`src/rtl/popcount_pkg.sv`:
```
// rtl/popcount_pkg.sv - FSM state type and width helpers shared by popcount_scheduler
package popcount_pkg;

  typedef enum logic [1:0] {
    IDLE = 2'd0,
    RUN  = 2'd1,
    DONE = 2'd2
  } state_t;

  function automatic int calc_id_w(input int nreq);
    int w;
    w = $clog2(nreq);
    return (w < 1) ? 1 : w;
  endfunction

  function automatic int calc_cnt_w(input int width);
    return $clog2(width + 1);
  endfunction

endpackage

```
`src/rtl/popcount_scheduler_if.sv`:
```
// rtl/popcount_scheduler_if.sv - request/response bundle between requesters, consumer and popcount_scheduler
interface popcount_scheduler_if #(
  parameter int WIDTH = 8,
  parameter int NREQ  = 4
);
  import popcount_pkg::*;

  localparam int ID_W  = calc_id_w(NREQ);
  localparam int CNT_W = calc_cnt_w(WIDTH);

  logic [NREQ-1:0]       req_valid;
  logic [NREQ*WIDTH-1:0] req_data;
  logic [NREQ-1:0]       req_ready;
  logic                  rsp_valid;
  logic [ID_W-1:0]       rsp_id;
  logic [CNT_W-1:0]      rsp_count;
  logic                  rsp_ready;
  logic                  busy;

  modport master (
    output req_valid, req_data, rsp_ready,
    input  req_ready, rsp_valid, rsp_id, rsp_count, busy
  );

  modport slave (
    input  req_valid, req_data, rsp_ready,
    output req_ready, rsp_valid, rsp_id, rsp_count, busy
  );

endinterface

```
`src/rtl/popcount_arbiter.sv`:
```
// rtl/popcount_arbiter.sv - one-hot grant for the shared engine
// POPCOUNT_SCHED_RR_EN selects round-robin; otherwise fixed priority, lowest index wins.
module popcount_arbiter import popcount_pkg::*; #(
  parameter int NREQ = 4,
  parameter int ID_W = calc_id_w(NREQ)
) (
  input  logic            clk,
  input  logic            rst,
  input  logic [NREQ-1:0] req,
  input  logic            enable,
  input  logic            accept,
  output logic [NREQ-1:0] grant,
  output logic [ID_W-1:0] grant_idx
);

  logic found;

`ifdef POPCOUNT_SCHED_RR_EN
  logic [ID_W-1:0] ptr;
  int              cand;

  // Search begins just past the last granted index so every requester gets a turn.
  always_comb begin
    grant     = '0;
    grant_idx = '0;
    found     = 1'b0;
    cand      = 0;
    for (int off = 1; off <= NREQ; off++) begin
      cand = (int'(ptr) + off) % NREQ;
      if (enable && !found && req[cand]) begin
        found           = 1'b1;
        grant[cand]     = 1'b1;
        grant_idx       = ID_W'(cand);
      end
    end
  end

  always_ff @(posedge clk or posedge rst) begin
    if (rst) begin
      ptr <= ID_W'(NREQ - 1);
    end else if (accept) begin
      ptr <= grant_idx;
    end
  end
`else
  logic unused_fixed;

  always_comb begin
    grant     = '0;
    grant_idx = '0;
    found     = 1'b0;
    for (int i = 0; i < NREQ; i++) begin
      if (enable && !found && req[i]) begin
        found     = 1'b1;
        grant[i]  = 1'b1;
        grant_idx = ID_W'(i);
      end
    end
  end

  // No pointer state in this build, so clock, reset and accept go unused.
  assign unused_fixed = &{1'b0, clk, rst, accept};
`endif

endmodule

```
`src/rtl/popcount_scheduler.sv`:
```
// rtl/popcount_scheduler.sv - one iterative popcount engine shared among NREQ requesters
// Arbitration style chosen by POPCOUNT_SCHED_RR_EN inside popcount_arbiter.
module popcount_scheduler import popcount_pkg::*; #(
  parameter int WIDTH = 8,
  parameter int NREQ  = 4
) (
  input  logic                clk,
  input  logic                rst,
  popcount_scheduler_if.slave bus
);

  localparam int ID_W  = calc_id_w(NREQ);
  localparam int CNT_W = calc_cnt_w(WIDTH);

  state_t           state;
  logic [WIDTH-1:0] work;
  logic [CNT_W-1:0] cnt;
  logic [ID_W-1:0]  id;

  logic             arb_enable;
  logic             accept;
  logic [NREQ-1:0]  grant;
  logic [ID_W-1:0]  grant_idx;
  logic [WIDTH-1:0] sel_data;

  // Grants are masked while reset is high so req_ready reads 0 during reset.
  assign arb_enable = (state == IDLE) && !rst;
  assign accept     = |grant;
  assign sel_data   = bus.req_data[int'(grant_idx)*WIDTH +: WIDTH];

  popcount_arbiter #(
    .NREQ (NREQ),
    .ID_W (ID_W)
  ) u_arbiter (
    .clk       (clk),
    .rst       (rst),
    .req       (bus.req_valid),
    .enable    (arb_enable),
    .accept    (accept),
    .grant     (grant),
    .grant_idx (grant_idx)
  );

  always_ff @(posedge clk or posedge rst) begin
    if (rst) begin
      state <= IDLE;
      work  <= '0;
      cnt   <= '0;
      id    <= '0;
    end else begin
      case (state)
        IDLE: begin
          if (accept) begin
            work  <= sel_data;
            cnt   <= '0;
            id    <= grant_idx;
            state <= RUN;
          end
        end
        RUN: begin
          // Clearing the lowest set bit each cycle bounds cnt by WIDTH.
          if (work != '0) begin
            work <= work & (work - WIDTH'(1));
            cnt  <= cnt + CNT_W'(1);
          end else begin
            state <= DONE;
          end
        end
        DONE: begin
          if (bus.rsp_ready) begin
            state <= IDLE;
          end
        end
        default: state <= IDLE;
      endcase
    end
  end

  assign bus.req_ready = grant;
  assign bus.rsp_valid = (state == DONE);
  assign bus.rsp_id    = id;
  assign bus.rsp_count = cnt;
  assign bus.busy      = (state != IDLE);

endmodule

```
`src/flat_wrapper.sv`:
```
// flat-port wrapper written by rule: the top's interface ports become plain ports
module popcount_scheduler_flat import popcount_pkg::*;
#(
  parameter int WIDTH = 8,
  parameter int NREQ  = 4
)
  (clk, rst, bus_req_valid, bus_req_data, bus_rsp_ready, bus_req_ready, bus_rsp_valid, bus_rsp_id, bus_rsp_count, bus_busy);
  popcount_scheduler_if #(.WIDTH(WIDTH), .NREQ(NREQ)) bus_i ();
  input  logic clk;
  input  logic rst;
  input wire logic [$bits(bus_i.req_valid)-1:0] bus_req_valid;
  input wire logic [$bits(bus_i.req_data)-1:0] bus_req_data;
  input wire logic [$bits(bus_i.rsp_ready)-1:0] bus_rsp_ready;
  output wire logic [$bits(bus_i.req_ready)-1:0] bus_req_ready;
  output wire logic [$bits(bus_i.rsp_valid)-1:0] bus_rsp_valid;
  output wire logic [$bits(bus_i.rsp_id)-1:0] bus_rsp_id;
  output wire logic [$bits(bus_i.rsp_count)-1:0] bus_rsp_count;
  output wire logic [$bits(bus_i.busy)-1:0] bus_busy;
  assign bus_i.req_valid = bus_req_valid;
  assign bus_i.req_data = bus_req_data;
  assign bus_i.rsp_ready = bus_rsp_ready;
  assign bus_req_ready = bus_i.req_ready;
  assign bus_rsp_valid = bus_i.rsp_valid;
  assign bus_rsp_id = bus_i.rsp_id;
  assign bus_rsp_count = bus_i.rsp_count;
  assign bus_busy = bus_i.busy;
  popcount_scheduler #(.WIDTH(WIDTH), .NREQ(NREQ)) u_core (.clk(clk), .rst(rst), .bus(bus_i));
endmodule
```
`config.mk`:
```
export PLATFORM = sky130hd
export DESIGN_NAME = popcount_scheduler_flat
export DESIGN_NICKNAME = d
export VERILOG_FILES = /design/src/rtl/popcount_pkg.sv /design/src/rtl/popcount_scheduler_if.sv /design/src/rtl/popcount_arbiter.sv /design/src/rtl/popcount_scheduler.sv /design/src/flat_wrapper.sv
export SDC_FILE = /design/constraint.sdc
export NUM_CORES = 1
export LEC_CHECK = 0
export ABC_AREA = 1
export BUFFER_PORTS_ARGS = -buffer_cell sky130_fd_sc_hd__buf_2
export CORE_MARGIN = 2
export CORE_UTILIZATION = 35
export CTS_CLUSTER_SIZE = 16
export DETAILED_ROUTE_END_ITERATION = 7
export PLACE_DENSITY = 0.65
export SLEW_MARGIN = 20
export SYNTH_ARGS = -nofsm -noshare
export SYNTH_HDL_FRONTEND = slang
export SYNTH_HIERARCHICAL = 1
export SYNTH_SLANG_ARGS = --single-unit
```
`constraint.sdc`:
```
create_clock -name clk -period 3.48 [get_ports clk]
set_input_delay 0.348 -clock clk [delete_from_list [all_inputs] [get_ports clk]]
set_output_delay 0.348 -clock clk [all_outputs]
set_load 0.01 [all_outputs]
```
==> Word-level counts from Yosys, hierarchy flattened <==
Cells that the tools add are included.
{ "word_totals": {"register_bits": 16, "input_bits": 39, "out_inout_bits": 12, "elab_cells": 53} }
{ "classes": {"add_sub_neg": 2, "eq_ne": 6, "n_shift": 1, "muxes": 19, "n_bitwise": 1, "reduce_logical": 20} }
{ "op_table": {"columns": ["op", "n"], "rows": [
  ["$shiftx 32x6->8", 1],
  ["$mux 8", 2],
  ["$pmux 8 s2", 1],
  ["$mux 2", 5],
  ["$and 8x8->8", 1],
  ["$logic_and 1x1->1", 8],
  ["$mux 4", 2],
  ["$pmux 4 s2", 1],
  ["$reduce_bool 8->1", 1],
  ["$sub 8x1->8 const B", 1],
  ["$mux 1", 7],
  ["$pmux 2 s3", 1],
  ["$reduce_and 3->1", 2],
  ["$add 4x1->4 const B", 1],
  ["$logic_not 1->1", 4],
  ["$ne 2x1->1 const B", 2],
  ["$ne 2x2->1 const B", 2],
  ["$reduce_bool 2->1", 2],
  ["$reduce_or 4->1", 1],
  ["$eq 2x1->1 const B", 1],
  ["$eq 2x2->1 const B", 1],
  ["$logic_not 2->1", 1],
  ["$reduce_and 2->1", 1]
]} }

==> Longest topological paths before layout <==
{ "logic_depth": {"depth_word": 19, "ltp_mapped": 16, "depth_no_buf": 14} }

==> Hierarchy <==
Netlist, hierarchy kept.
{ "by_module_without_submodules": {"columns": ["mod", "n_inst", "cells_each", "area_per_inst_um2", "seq_area_each_um2"], "rows": [
  ["popcount_scheduler", 1, 180, 1182.4, 400.4],
  ["popcount_arbiter", 1, 15, 66.3, 0.0]
]} }

==> Least setup slack after synthesis <==
No wires, ideal clock.
{ "synth_timing": {"path_type": "register -> register", "start": "reg u_core.state[1]", "end": "reg u_core.work[2]", "setup_time_ns": 0.117, "arrival_ns": 1.771, "required_time_ns": 3.363, "setup_slack_ns": 1.592, "path_stages_with_launch": 14, "path_buffers": 1, "synth_period_minus_slack_ns": 1.888, "path_cell_list": "dfrtp_1 inv_1 nand2_1 nor2_1 inv_1 nor2_2 nand2_1 nor2_1 nor2_1 nand3_1 nand3_2 buf_2 nand3_1 nand2_1"} }
{ "synth_via": {"word_cells_on_any_way": 30, "classes_between": "3 x eq/ne; 1 x shift; 11 x mux; 15 x reduce/logical"} }
{ "synth_rtl": {"columns": ["item", "line_no", "rtl"], "rows": [
  ["start, declared", "popcount_scheduler.sv:15", "state_t state;"],
  ["start signal, assigned", "popcount_scheduler.sv:46", "state <= IDLE;"],
  ["start signal, assigned", "popcount_scheduler.sv:57", "state <= RUN;"],
  ["start signal, assigned", "popcount_scheduler.sv:66", "state <= DONE;"],
  ["$logic_not 2->1 *", "popcount_scheduler.sv:27", "assign arb_enable = (state == IDLE) && !rst;"],
  ["$logic_and 1x1->1 *", "popcount_scheduler.sv:27", null],
  ["named net u_core.arb_enable", "popcount_scheduler.sv:20", "logic arb_enable;"],
  ["$logic_and 1x1->1", "popcount_arbiter.sv:53", "if (enable && !found && req[i]) begin"],
  ["$mux 1", "popcount_arbiter.sv:53", null],
  ["$logic_not 1->1", "popcount_arbiter.sv:53", null],
  ["$logic_and 1x1->1 (2 in series)", "popcount_arbiter.sv:53", null],
  ["$mux 1", "popcount_arbiter.sv:53", null],
  ["$logic_not 1->1", "popcount_arbiter.sv:53", null],
  ["$logic_and 1x1->1 * (2 in series)", "popcount_arbiter.sv:53", null],
  ["$mux 1 *", "popcount_arbiter.sv:53", null],
  ["named net bus_req_ready[2]", "flat_wrapper.sv:14", "output wire logic [$bits(bus_i.req_ready)-1:0] bus_req_ready;"],
  ["$reduce_or 4->1 *", "popcount_scheduler.sv:28", "assign accept = |grant;"],
  ["named net u_core.accept", "popcount_scheduler.sv:21", "logic accept;"],
  ["$ne 2x1->1 (no source line) *", null, null],
  ["$reduce_and 3->1 (no source line) *", null, null],
  ["end signal, assigned", "popcount_scheduler.sv:54", "work <= sel_data;"],
  ["end signal, assigned", "popcount_scheduler.sv:63", "work <= work & (work - WIDTH'(1));"],
  ["end, declared", "popcount_scheduler.sv:16", "logic [WIDTH-1:0] work;"]
]} }
The timed path passes the listed nets; every way through them passes the cells marked *. The select of a mux whose other input is x is not followed.
A chain may end at the register's enable or synchronous reset.

==> Worst setup path in the final report <==
{ "layout_timing": {"start": "reg u_core.state[1]", "end": "reg u_core.work[1]"} }
{ "layout_via": {"elab_chain_len": 19, "word_cells_on_any_way": 30, "classes_between": "3 x eq/ne; 1 x shift; 11 x mux; 15 x reduce/logical"} }
{ "layout_rtl": {"columns": ["item", "line_no", "rtl"], "rows": [
  ["$logic_not 2->1 *", "popcount_scheduler.sv:27", null],
  ["$logic_and 1x1->1 *", "popcount_scheduler.sv:27", null],
  ["named net u_core.arb_enable", "popcount_scheduler.sv:20", null],
  ["$logic_and 1x1->1", "popcount_arbiter.sv:53", null],
  ["$mux 1", "popcount_arbiter.sv:53", null],
  ["$logic_not 1->1", "popcount_arbiter.sv:53", null],
  ["$logic_and 1x1->1 (2 in series)", "popcount_arbiter.sv:53", null],
  ["$mux 1", "popcount_arbiter.sv:53", null],
  ["[... 3 more ...]", null, null],
  ["$mux 1", "popcount_arbiter.sv:53", null],
  ["$logic_not 1->1", "popcount_arbiter.sv:53", null],
  ["$logic_and 1x1->1 (2 in series)", "popcount_arbiter.sv:53", null],
  ["$mux 2 *", "popcount_arbiter.sv:53", null],
  ["named net u_core.grant_idx[0]", "popcount_scheduler.sv:23", "logic [ID_W-1:0] grant_idx;"],
  ["$shiftx 32x6->8 *", "popcount_scheduler.sv:29", "assign sel_data = bus.req_data[int'(grant_idx)*WIDTH +: WIDTH];"],
  ["$mux 8 *", "popcount_scheduler.sv:53", "if (accept) begin"],
  ["$pmux 8 s2 *", "popcount_scheduler.sv:51", "case (state)"]
]} }
Marks and branches as above.

==> results.json <==
{
  "status": "finished clean",
  "peakVddDrop_uv": 379,
  "grtUsageTotal_pct": 15.9,
  "setup_viol": 0,
  "worst_slack_ns": 1.23,
  "path_depth": 14,
  "leakage_nw": 0.885,
  "clk-insertion-delay-late_ns": 0.29,
  "post_cts_buffers": 0,
  "holdBufCountCts": 0,
  "drc": 0,
  "io_pins": 51,
  "numCtsBuffers": 3,
  "max-slew-margin-rel_pct": 59.5,
  "dpl_cell_area_um2": 1500,
  "cp_slowest_cell": "dfrtp_1",
  "cp-start-kind": "flop",
  "die_w_um": 63.7,
  "synth_edf_count": 0,
  "gp_congestion": 0.773,
  "place_ws_ns": 1.26,
  "arrival_ns": 2.43,
  "io_buffers": 50,
  "fin_crit_ns": 2.25,
  "critPathCaptureType": "flop",
  "antenna_left": 0,
  "timing.fmax_mhz": 443,
  "ys_seq_elements": 16,
  "cts_num_sinks": 16,
  "antennaDiodeCount": 0,
  "crit_required_ns": 3.66,
  "syn_nets": 235,
  "holdWs_ns": 0.121,
  "clkTransAtPathRegs_ns": 0.10,
  "wl_per_cell_um": 10.6,
  "cp_cell_sequence": "inv_1 -> nand2_1 -> nor2_1 -> inv_1 -> nor2_2 -> nand4_1 -> nand2_1 -> inv_2 -> nand2_1 -> nand3_1 -> nand3_1 -> nand2_1 -> nand2_1 -> nand2_1",
  "fp-row-count": 21,
  "cap_viol_max_count": 0,
  "cts_tree": "built",
  "async_flop_share_pct": 100,
  "dr.pass1.iters": 4,
  "synth_area_per_cell_um2": 6.40,
  "drive_gt1_share_pct": 27.0,
  "ys_types": 23,
  "fin_tns_setup_ns": 0,
  "yosysWarnings": 6,
  "fp.dieH_um": 63.7,
  "min_path_type": "in -> async",
  "syn2layout_area_growth_pct": 22.6,
  "synth_area_um2": 1250,
  "coreArea_um2": 3390,
  "synth_ff_type": "dfrtp_1",
  "syn_inst": 195,
  "routed_via_density": 4.72,
  "post_cts_resized": 0,
  "grt_max_degree": 18,
  "place_inst": 283,
  "stdcell_area_um2": 1530,
  "path_buf_inv": 3,
  "synth-seq-area-share_pct": 32.1,
  "skew_ns": 0.00906,
  "cpMostUsedCell": "nand2_1",
  "timing.final.max_slew_violations": 0,
  "drtIter0Drc": 50,
  "cts_root_buffer": "clkbuf_4",
  "dp_hpwl_um": 2310,
  "die_area_um2": 4060,
  "hold_violations": 0,
  "period_share_pct": 64.8,
  "vias": 1355,
  "initial_utilization_pct": 36.8,
  "h-tree-depth": 1,
  "power_density_nw_per_um2": 639,
  "final_common_cell": "nand2_1",
  "rr_worst_depth": 14,
  "stdcell_count": 287,
  "grt_remaining_overflow": 0,
  "cpLargestDelayFamily": "simple AND/OR/NAND/NOR gates",
  "nets": 282,
  "antenna_found_initial": 0,
  "grt_pass1_wl_um": 5240,
  "rsz0062_at_grt": "false",
  "use_met1_pct": 20.4,
  "use_met2_pct": 27.5,
  "grt.busiest_layer": "met2",
  "clockBufferDepth": 2,
  "layout_common_cells": "67 x nand2_1, 50 x buf_2, 41 x nand3_1, 21 x inv_1, 16 x dfrtp_1",
  "critPathKind": "reg -> reg",
  "first_global_vias": 1271,
  "worstMarginPinSlew_ns": 0.606,
  "cp_max_fo": 17,
  "max_stage_delay_ns": 0.42,
  "finalWirelength_um": 3040,
  "gr-usage-met3_pct": 3.35
}
==> where the power goes <==
part | internal (mW) | switching [mW]
Clock | 0.0637 | 0.0590
Combinational | 0.187 | 0.332
Sequential | 0.259 | 0.0777
Total | 0.510 | 0.469
==> worst reg2reg max path, cell delays in order (launching register included) <==
cell	delay (ns)
dfrtp_1	0.42
inv_1	0.11
nand2_1	0.07
nor2_1	0.12
inv_1	0.07
nor2_2	0.12
nand4_1	0.11
nand2_1	0.41
inv_2	0.24
nand2_1	0.11
nand3_1	0.07
nand3_1	0.11
nand2_1	0.07
nand2_1	0.06
nand2_1	0.05
==> per-stage QoR <==
stage | power (mW) | util (%)
floorplan | 0.759 | -
global placement | 0.858 | 44.1
detailed placement | 0.861 | 44.1
CTS | 0.988 | 45.2
global route | 1.08 | 45.2
finish | 0.978 | 45.2
==> worst paths after layout <==
| path | from | endpoint | slack, ns |
|---|---|---|---|
| min | rst | u_core/state[1] | 0.12 |
| max reg2reg | u_core/state[1] | u_core/work[1] | 1.23 |
| min reg2reg | u_core/bus.rsp_id[1] | u_core/bus.rsp_id[1] | 0.50 |
| max in group asynchronous | rst | u_core/work[2] | 2.96 |
| min in group clk | bus_rsp_ready | u_core/state[1] | 0.23 |
| max | u_core/state[1] | u_core/work[1] | 1.23 |
==> logic make-up (layout without fill, tap and decap cells) <==
family / Yosys count / count (layout) / synth area share, %
AOI/OAI and AO/OA: 12 / 12 / 6.31
DFF: 16 / 16 / 32.1
buffers and inverters: 32 / 78 / 12.1
adders and majority gates: 1 / 1 / 1.00
and+or+nand+nor: 132 / 132 / 47.1
xor gates and xnor gates: 2 / 2 / 1.40
==> metal layers <==
| layer | vias to the layer above | wire length (um) |
|---|---|---|
| met3 | 2 | 138 |
| met2 | 33 | 1460 |
| li1 | 712 | - |
| met5 | - | 0 |
| met4 | 0 | 17 |
| met1 | 608 | 1420 |
==> cell type report <==
| type | count | area (um2) |
|---|---|---|
| flip-flops and latches | 16 | 400 |
| fillers | 347 | 1860 |
| repair buffers | 50 | 250 |
| inverters | 24 | 90.1 |
| multi-input cells | 147 | 697 |
| well taps | 46 | 57.6 |
| clock buffers | 4 | 36.3 |
==> cells in the mapped netlist, types with 2 or more instances <==
master | count | area, um2
nand4_1 | 2 | 12.5
nor2_4 | 2 | 22.5
nor2_1 | 15 | 56.3
nand2_1 | 67 | 251
inv_2 | 2 | 7.51
nor2_2 | 2 | 12.5
inv_1 | 21 | 78.8
nand3_1 | 41 | 205
buf_6 | 3 | 33.8
o21ai_0 | 9 | 45.0
buf_2 | 4 | 20.0
dfrtp_1 | 16 | 400
==> flip-flops by register name, indices dropped and copies added (netlist names) <==
name	count
u_core/bus.rsp_count	4
u_core/bus.rsp_id	2
u_core/state	2
u_core/work	8
No activity file was read; power rests on OpenSTA's default activity.
